**src/rtl/fifo_wr_arbiter.sv**
```systemverilog
// Round-robin arbiter that shares one FIFO push port among NUM_REQ valid/ready requesters.
// Define FIFO_WR_ARBITER_LOCK_EN to keep a grant across a multi-beat burst until req_last_i.
module fifo_wr_arbiter #(
    parameter int  NUM_REQ = 4,
    parameter type dtype   = logic [31:0],
    localparam int IDX_W   = (NUM_REQ > 1) ? $clog2(NUM_REQ) : 1
) (
    input  logic                  clk_i,
    input  logic                  rst_ni,
    input  logic                  flush_i,
    input  logic [NUM_REQ-1:0]    req_valid_i,
    input  dtype [NUM_REQ-1:0]    req_data_i,
    input  logic [NUM_REQ-1:0]    req_last_i,
    output logic [NUM_REQ-1:0]    req_ready_o,
    input  logic                  fifo_full_i,
    output logic                  fifo_push_o,
    output dtype                  fifo_data_o,
    output logic                  gnt_valid_o,
    output logic [IDX_W-1:0]      gnt_idx_o
);

    logic [IDX_W-1:0] prio_q;
    logic [IDX_W-1:0] prio_d;
    logic [IDX_W-1:0] arb_idx;
    logic [IDX_W-1:0] gnt_idx;
    logic             gnt_vld;
    logic             push;

    // (base + off) mod NUM_REQ, valid for off < NUM_REQ
    function automatic logic [IDX_W-1:0] rot_idx(input logic [IDX_W-1:0] base, input int off);
        int sum;
        sum = int'(base) + off;
        if (sum >= NUM_REQ) sum = sum - NUM_REQ;
        return IDX_W'(sum);
    endfunction

    function automatic logic [IDX_W-1:0] wrap_inc(input logic [IDX_W-1:0] idx);
        return (int'(idx) == NUM_REQ - 1) ? '0 : idx + IDX_W'(1);
    endfunction

    // Scan from the lowest priority back to prio_q so the last hit is the first valid in RR order.
    always_comb begin
        arb_idx = prio_q;
        for (int i = NUM_REQ - 1; i >= 0; i--) begin
            if (req_valid_i[rot_idx(prio_q, i)]) arb_idx = rot_idx(prio_q, i);
        end
    end

`ifdef FIFO_WR_ARBITER_LOCK_EN
    typedef enum logic {IDLE, LOCKED} state_e;

    state_e           state_q;
    state_e           state_d;
    logic [IDX_W-1:0] lock_idx_q;
    logic [IDX_W-1:0] lock_idx_d;

    assign gnt_idx = (state_q == LOCKED) ? lock_idx_q : arb_idx;
    assign gnt_vld = (state_q == LOCKED) ? req_valid_i[lock_idx_q] : |req_valid_i;

    always_comb begin
        state_d    = state_q;
        lock_idx_d = lock_idx_q;
        prio_d     = prio_q;
        if (push) begin
            if (state_q == IDLE) begin
                if (req_last_i[gnt_idx]) begin
                    prio_d = wrap_inc(gnt_idx);
                end else begin
                    state_d    = LOCKED;
                    lock_idx_d = gnt_idx;
                end
            end else if (req_last_i[lock_idx_q]) begin
                state_d = IDLE;
                prio_d  = wrap_inc(lock_idx_q);
            end
        end
    end

    always_ff @(posedge clk_i) begin
        if (!rst_ni || flush_i) begin
            state_q    <= IDLE;
            lock_idx_q <= '0;
        end else begin
            state_q    <= state_d;
            lock_idx_q <= lock_idx_d;
        end
    end
`else
    logic unused_last;

    assign unused_last = ^req_last_i;
    assign gnt_idx     = arb_idx;
    assign gnt_vld     = |req_valid_i;
    assign prio_d      = push ? wrap_inc(gnt_idx) : prio_q;
`endif

    // Full and flush both block the handshake; reset forces every output quiet.
    assign push = rst_ni & gnt_vld & req_valid_i[gnt_idx] & ~fifo_full_i & ~flush_i;

    always_comb begin
        req_ready_o          = '0;
        req_ready_o[gnt_idx] = push;
        fifo_push_o          = push;
        fifo_data_o          = req_data_i[gnt_idx];
        gnt_valid_o          = rst_ni & gnt_vld;
        gnt_idx_o            = rst_ni ? gnt_idx : '0;
    end

    // NOTE: reset is synchronous, so it lives inside the clocked branch and is not in the sensitivity list.
    always_ff @(posedge clk_i) begin
        if (!rst_ni || flush_i) prio_q <= '0;
        else                    prio_q <= prio_d;
    end

endmodule
```
**config.mk**
```make
export PLATFORM = sky130hd
export DESIGN_NAME = fifo_wr_arbiter
export DESIGN_NICKNAME = d
export VERILOG_FILES = /design/src/rtl/fifo_wr_arbiter.sv
export SDC_FILE = /design/constraint.sdc
export NUM_CORES = 1
export LEC_CHECK = 0
export CAP_MARGIN = 15
export CORE_AREA = 5 5 79 81
export DETAILED_ROUTE_END_ITERATION = 10
export DIE_AREA = 0 0 84 86
export GPL_ROUTABILITY_DRIVEN = 0
export HOLD_SLACK_MARGIN = 0.1
export MAX_ROUTING_LAYER = met4
export PLACE_DENSITY = 0.81
export RECOVER_POWER = 100
export SYNTH_ARGS = -nofsm -noshare
export SYNTH_HDL_FRONTEND = slang
export SYNTH_SLANG_ARGS = --single-unit
```
**constraint.sdc**
```tcl
create_clock -name clk_i -period 3 [get_ports clk_i]
set_input_delay 0.6 -clock clk_i [delete_from_list [all_inputs] [get_ports clk_i]]
set_output_delay 0.6 -clock clk_i [all_outputs]
set_load 0.03 [all_outputs]
```
==> impl_metrics.csv, run 1 <==
group,metric,value,unit
run_status,status,"finished clean",
finish,layout_commonest_cell,"clkdlybuf4s50_1",
global_route,grt_pass1_wl,10500,um
timing,setup_viol,0,
pwr,power_switching,423,uW
clocking,cts.clk_slew.worst_paths,0.03,ns
placement,dp_worst_setup_slack,-0.326,ns
floorplanning,io_pins,180,
floorplanning,die_x,84,um
synthesis,syn-mean-instance-area,5.97,sq um
finish,diodes,0,
finish,regMostFlops,"prio_q",
detailed_routing,routedWlPerCell,14.2,um
finish,final_area,3340,sq um
detailed_routing,vias,2342,
synthesis,synthArstFlopShare,0,%
timing,period_share,94.2,%
clocking,cts_sinks,2,
timing,fin_worst_skew,0.00104,ns
global_route,grt_usage,18.0,%
detailed_routing,first_pass_iters,4,
timing,rsz0062_at_grt,"no",
finish,final_cell_count_no_fill,479,
worst_setup_path,worst_setup_path_end_kind,"primary output",
pwr,p_sw_share,43.9,%
finish,largest_registers,"prio_q x2",
synthesis,synth_edf_count,0,
clocking,cts-root-buf,"clkbuf_8",
synthesis,synthesis.area,1330,sq um
synthesis,synthCells,222,
finish,final_cell_mix,"clkdlybuf4s50_1, nand2_1, buf_4",
worst_setup_path,critPathRequiredTime,2.40,ns
detailed_routing,drt-total-wl,6790,um
clocking,htree_levels,1,
timing,fin_ws,0.175,ns
synthesis,ys.flop_type,"dfxtp_1",
finish,drive_gt1_share,24.1,%
pwr,p_seq_share,3.1,%
worst_setup_path,crit_path_start_kind,"primary input",
timing,hold_viol,0,
pwr,power.internal,541,uW
detailed_routing,drc,0,
placement,port_buffers,175,
floorplanning,die_area,7220,sq um
min_path,min_path_type,"reg2reg",
floorplanning,core_area,5410,sq um
finish,largest_reg_flops,2,
finish,area_growth,152,%
timing,tightest_slew,0.417,ns
global_route,grt_max_degree,24,
synthesis,synth_nets,366,
pwr,power.share.clock,11.0,%
worst_setup_path,worstSetupPathType,"in2out",
global_route,grt_pass1_vias,2311,
placement,dp_hpwl,5440,um
placement,dp.cells,468,
detailed_routing,viasPerCell,4.89,
pwr,p_leak,0.00138,uW
placement,dpl-instance-area,3170,sq um
floorplanning,die_h,86,um
synthesis,synth_warnings,0,
synthesis,synthDistinctLibCells,27,
run,drv_cap,0,
detailed_routing,ant_nets,0,
timing,fin_crit,2.82,ns
timing,drv_slew,0,
clocking,cts_max_path_buffers,2,
floorplanning,rows,27,
timing,fin_hold_ws,0.539,ns
global_route,antenna_found_initial,0,
pwr,p_comb_share,85.9,%
synthesis,yosysSeqAreaShare,3.02,%
clocking,cts_tree,"built",
pwr,finalPower,964,uW
clocking,insertion_delay,0.21,ns
detailed_routing,drt_iter0_markers,46,
pwr,peakVddDrop,0.180,mV
timing,max_slew_margin,72.0,%
floorplanning,initial_core_util,24.5,%
clocking,cts_buffers,3,
finish,final_nets,553,
pwr,p_per_area,288,nW/um^2
timing,clock.fmax,354,MHz
synthesis,ys_ff_latch,2,
worst_setup_path,crit_arrival,2.22,ns
worst_setup_path,critPathMaxFanout,10,
global_route,overflow,0,
## metrics by stage
stage | util [%] | setup TNS [ns]
floorplan | - | 0
global placement | 58.6 | -7.61
detailed placement | 58.6 | -8.80
CTS | 61.3 | 0
global route | 61.8 | 0
finish | 61.8 | 0
## final cells by class
class | count | area (sq um)
fill | 489 | 2060
timing repair buffer | 205 | 2040
multi-input combinational | 191 | 1100
tap | 72 | 90.1
clock buffer | 3 | 41.3
sequential | 2 | 40.0
inverter | 6 | 27.5
## power groups by stage
stage	clock network (uW)	logic, uW	registers (uW)
6_report	106	827	30.0
5_1_grt	115	882	30.2
4_1_cts	110	825	30.0
3_5_place_dp	0	788	30.3
3_3_place_gp	0	779	30.1
2_1_floorplan	0	398	29.7
## cells by family (layout without fill, tap and decap cells)
group	after synthesis	count (layout)	share of synthesized area, %
AND/OR/NAND/NOR	114	114	34.9
AO/OA/AOI/OAI	73	73	44.1
buffers and inverters	29	214	14.2
adder cells (fa/ha/maj)	4	4	3.77
flip-flops	2	2	3.02
## metal layers
layer	routed length [um]	GRT usage [%]	vias to the layer above
met5	0	-	-
met4	39	4.97	0
met3	574	4.32	4
met2	3450	33.4	112
met1	2720	19.1	1064
li1	-	-	1162
## cell usage after synthesis, types with 2 or more instances
master,number,area [sq um]
a21oi_1,13,65.1
a21oi_2,20,175
a32oi_1,32,280
and2_1,6,37.5
buf_2,7,35.0
buf_4,2,15.0
buf_6,7,78.8
clkbuf_1,6,22.5
dfxtp_1,2,40.0
ha_1,4,50.1
inv_1,5,18.8
nand2_1,97,364
nor2_1,3,11.3
nor2b_1,2,12.5
nor3_1,2,10.0
o22ai_1,3,18.8
## final timing paths
path / start / end / slack [ns] / depth (start not counted)
worst max register to register: prio_q[1]$_SDFFE_PP0P_ / prio_q[1]$_SDFFE_PP0P_ / 1.26 / 7
worst min register to register: prio_q[0]$_SDFFE_PP0P_ / prio_q[0]$_SDFFE_PP0P_ / 0.54 / 2
worst max-delay path: req_valid_i[1] / fifo_data_o[20] / 0.18 / 8
worst min-delay path: prio_q[0]$_SDFFE_PP0P_ / prio_q[0]$_SDFFE_PP0P_ / 0.54 / 2
## critical path, stage by stage
cell and delay [ns]:
dlygate4sd2_1 0.28, a2111oi_2 0.35, or2_4 0.25, inv_6 0.07, bufbuf_16 0.28, a21oi_2 0.12
a32oi_1 0.07, buf_4 0.19
## repair_timing
action | in CTS | in global routing
cloned | 3 | 0
pin swaps | 2 | 7
setup buffers | 3 | 2
hold buffers | 0 | 0
setup endpoints to repair | 38 | 35
gates resized for setup | 13 | 12
No activity file was read; power rests on OpenSTA's default activity.
==> inputs of run 2 (changes only) <==
Settings changed: CORE_AREA 5 5 79 81 to 5 5 88 74, DIE_AREA 0 0 84 86 to 0 0 93 79, PLACE_DENSITY 0.81 to 0.8.
==> run 2 against run 1 <==
Net effect:
- non-clock buffer count fell by 4
- largest power group unchanged
- highest routed layer unchanged
- power is 6.5% lower
- clock skew is 0.0036 ns higher
- global-route usage decreased by 1.2 points
- worst hold slack worse by 0.0062 ns
- design area fell by 4.2%
- combinational power down 7.6%
- critical path depth grew 4
- clock power about the same
- maximum frequency fell by 1.4%
- register-to-register slack got worse by 0.08 ns
==> impl_metrics.csv, run 2 (synthesis gave the netlist of run 1 again) <==
group,metric,value,unit
detailed_routing,drc,0,
clocking,cts_sinks,2,
worst_setup_path,crit_path_start_kind,"primary input",
global_route,overflow,0,
min_path,min-delay-start,"prio_q[0]$_SDFFE_PP0P_",
pwr,p_per_area,282,nW/um^2
clocking,cts-root-buf,"clkbuf_8",
run,drv_cap,0,
clocking,htree_levels,1,
timing,fin_worst_skew,0.00469,ns
pwr,p_leak,0.00131,uW
clocking,cts.clk_slew.worst_paths,0.03,ns
finish,final_nets,549,
finish,largest_registers,"prio_q x2",
worst_setup_path,worst_setup_path_end_kind,"primary output",
floorplanning,core_area,5630,sq um
finish,postLayoutCoreUtil,56.8,%
worst_setup_path,crit_family,"buffers and inverters",
worst_setup_path,critPathMaxFanout,6,
timing,clock.fmax,349,MHz
min_path,min_path_type,"reg2reg",
worst_setup_path,slowest_delay,0.28,ns
finish,n_fill_cell,550,
timing,drv_slew,0,
finish,multi_input_area,1120,sq um
finish,drive_gt1_share,24.1,%
placement,port_buffers,175,
detailed_routing,ant_nets,0,
finish,final_cell_mix,"clkdlybuf4s50_1, nand2_1, clkbuf_2",
worst_setup_path,rr_worst_depth,7,
pwr,peakVddDrop,0.162,mV
pwr,finalPower,901,uW
finish,layout_commonest_cell,"clkdlybuf4s50_1",
clocking,cts_max_path_buffers,2,
detailed_routing,drt_iter0_markers,41,
min_path,min_to,"prio_q[0]$_SDFFE_PP0P_",
global_route,grt_pass1_wl,10100,um
worst_setup_path,worst-path-buf-inv,7,
timing,period_share,95.5,%
timing,hold_viol,0,
detailed_routing,drt-total-wl,6580,um
timing,rsz0062_at_grt,"no",
global_route,grt_usage,16.9,%
timing,fin_crit,2.86,ns
timing,tns,0,ns
placement,dp.cells,457,
worst_setup_path,r2r_setup_slack,1.18,ns
floorplanning,initial_core_util,23.6,%
floorplanning,io_pins,180,
worst_setup_path,reg2reg_from,"prio_q[1]$_SDFFE_PP0P_",
worst_setup_path,critPathRequiredTime,2.40,ns
floorplanning,rows,25,
finish,regMostFlops,"prio_q",
worst_setup_path,crit_chain,"clkbuf_2 > buf_4 > nor2_2 > o22ai_1 > a222oi_1 > buf_4 > buf_12 > buf_8 > buf_4 > ha_1 > and2_1 > clkbuf_2",
clocking,insertion_delay,0.21,ns
worst_setup_path,crit_arrival,2.26,ns
detailed_routing,viasPerCell,4.90,
detailed_routing,routedWlPerCell,14.0,um
floorplanning,die_area,7350,sq um
finish,final_cell_count_no_fill,470,
global_route,antenna_found_initial,0,
finish,area_growth,141,%
timing,max_slew_margin,72.1,%
clocking,cts_tree,"built",
finish,diodes,0,
clocking,ctsHoldBuffers,0,
clocking,cts_buffers,3,
timing,setup_viol,0,
timing,tightest_slew,0.415,ns
global_route,grt_pass1_vias,2237,
run_status,status,"finished clean",
worst_setup_path,reg2reg_to,"prio_q[1]$_SDFFE_PP0P_",
worst_setup_path,critPathSlowestCell,"a222oi_1",
placement,dp_hpwl,5260,um
finish,largest_reg_flops,2,
worst_setup_path,path_common_cell,"buf_4",
min_path,hold_depth,2,
floorplanning,die_h,79,um
floorplanning,die_x,93,um
worst_setup_path,worstSetupPathType,"in2out",
detailed_routing,first_pass_iters,4,
finish,seq_area,40.0,sq um
detailed_routing,vias,2301,
global_route,grt_max_degree,35,
-- run 2: cell types whose count changed in the layout (fill, tap and decap cells not counted), moves of 2 or more --
cell / delta
buf_4: -31
clkbuf_2: +29
a32oi_1: -2
a32oi_2: +2
inv_2: +2
-- run 2: how the worst max path moves through the flow --
stage / startpoint / endpoint / slack [ns] / cells after the start
6_report: req_valid_i[2] / req_ready_o[1] / 0.14 / 12
2_1_floorplan: req_valid_i[3] / fifo_data_o[0] / 0.21 / 9
4_1_cts: req_valid_i[2] / fifo_data_o[5] / 0.01 / 12
3_5_place_dp: req_valid_i[2] / fifo_data_o[29] / -0.32 / 10
5_1_grt: req_valid_i[2] / req_ready_o[1] / 0.03 / 12
3_3_place_gp: req_valid_i[2] / fifo_data_o[6] / -0.30 / 10
-- run 2: repair_timing --
action,CTS,global route
gates resized for setup,23,9
gates cloned,1,0
pin swaps,4,3
setup buffers,8,1
endpoints found under the setup margin,38,37
-- run 2: area by class of cell --
type                    instances  share of cell area, %
repair buffers                201                   59.2
inverters                       6                  0.704
well taps                      67                   2.62
flip-flops and latches          2                   1.25
clock buffers                   3                   1.29
multi-input cells             191                   34.9
-- run 2: per-stage QoR --
stage	hold slack (ns)	instance area, sq um	worst slack [ns]
global route	0.565	3200	0.0303
global placement	0.520	3080	-0.304
CTS	0.534	3280	0.0114
floorplan	0.497	1330	0.213
detailed placement	0.529	3080	-0.325
finish	0.532	3200	0.135
-- run 2: metal layers --
metal / global-route usage [%] / vias up / wire (um)
li1: - / 1157 / -
met1: 19.6 / 1023 / 2760
met2: 29.4 / 119 / 3140
met3: 4.55 / 2 / 645
met4: 3.22 / 0 / 27
met5: - / - / 0
-- run 2: worst reg2reg max path, delay by kind of cell (launching register included) --
kind | cells | cell delay (ns)
buffers and inverters | 1 | 0.20
and+or+nand+nor | 3 | 0.51
adders and majority gates | 1 | 0.25
DFF | 1 | 0.35
AOI/OAI and AO/OA | 2 | 0.38
-- run 2: power breakdown --
group          switching, uW  internal, uW  leakage (uW)
Clock                   21.7          84.9     0.0000216
Sequential              1.75          28.2     0.0000163
Combinational            395           369       0.00127
==> inputs of run 3 (changes only) <==
Settings changed: GPL_ROUTABILITY_DRIVEN 0 to 1.
==> results of run 3 <==
Same layout as run 2: the final DEF is identical, and so are final timing and power.
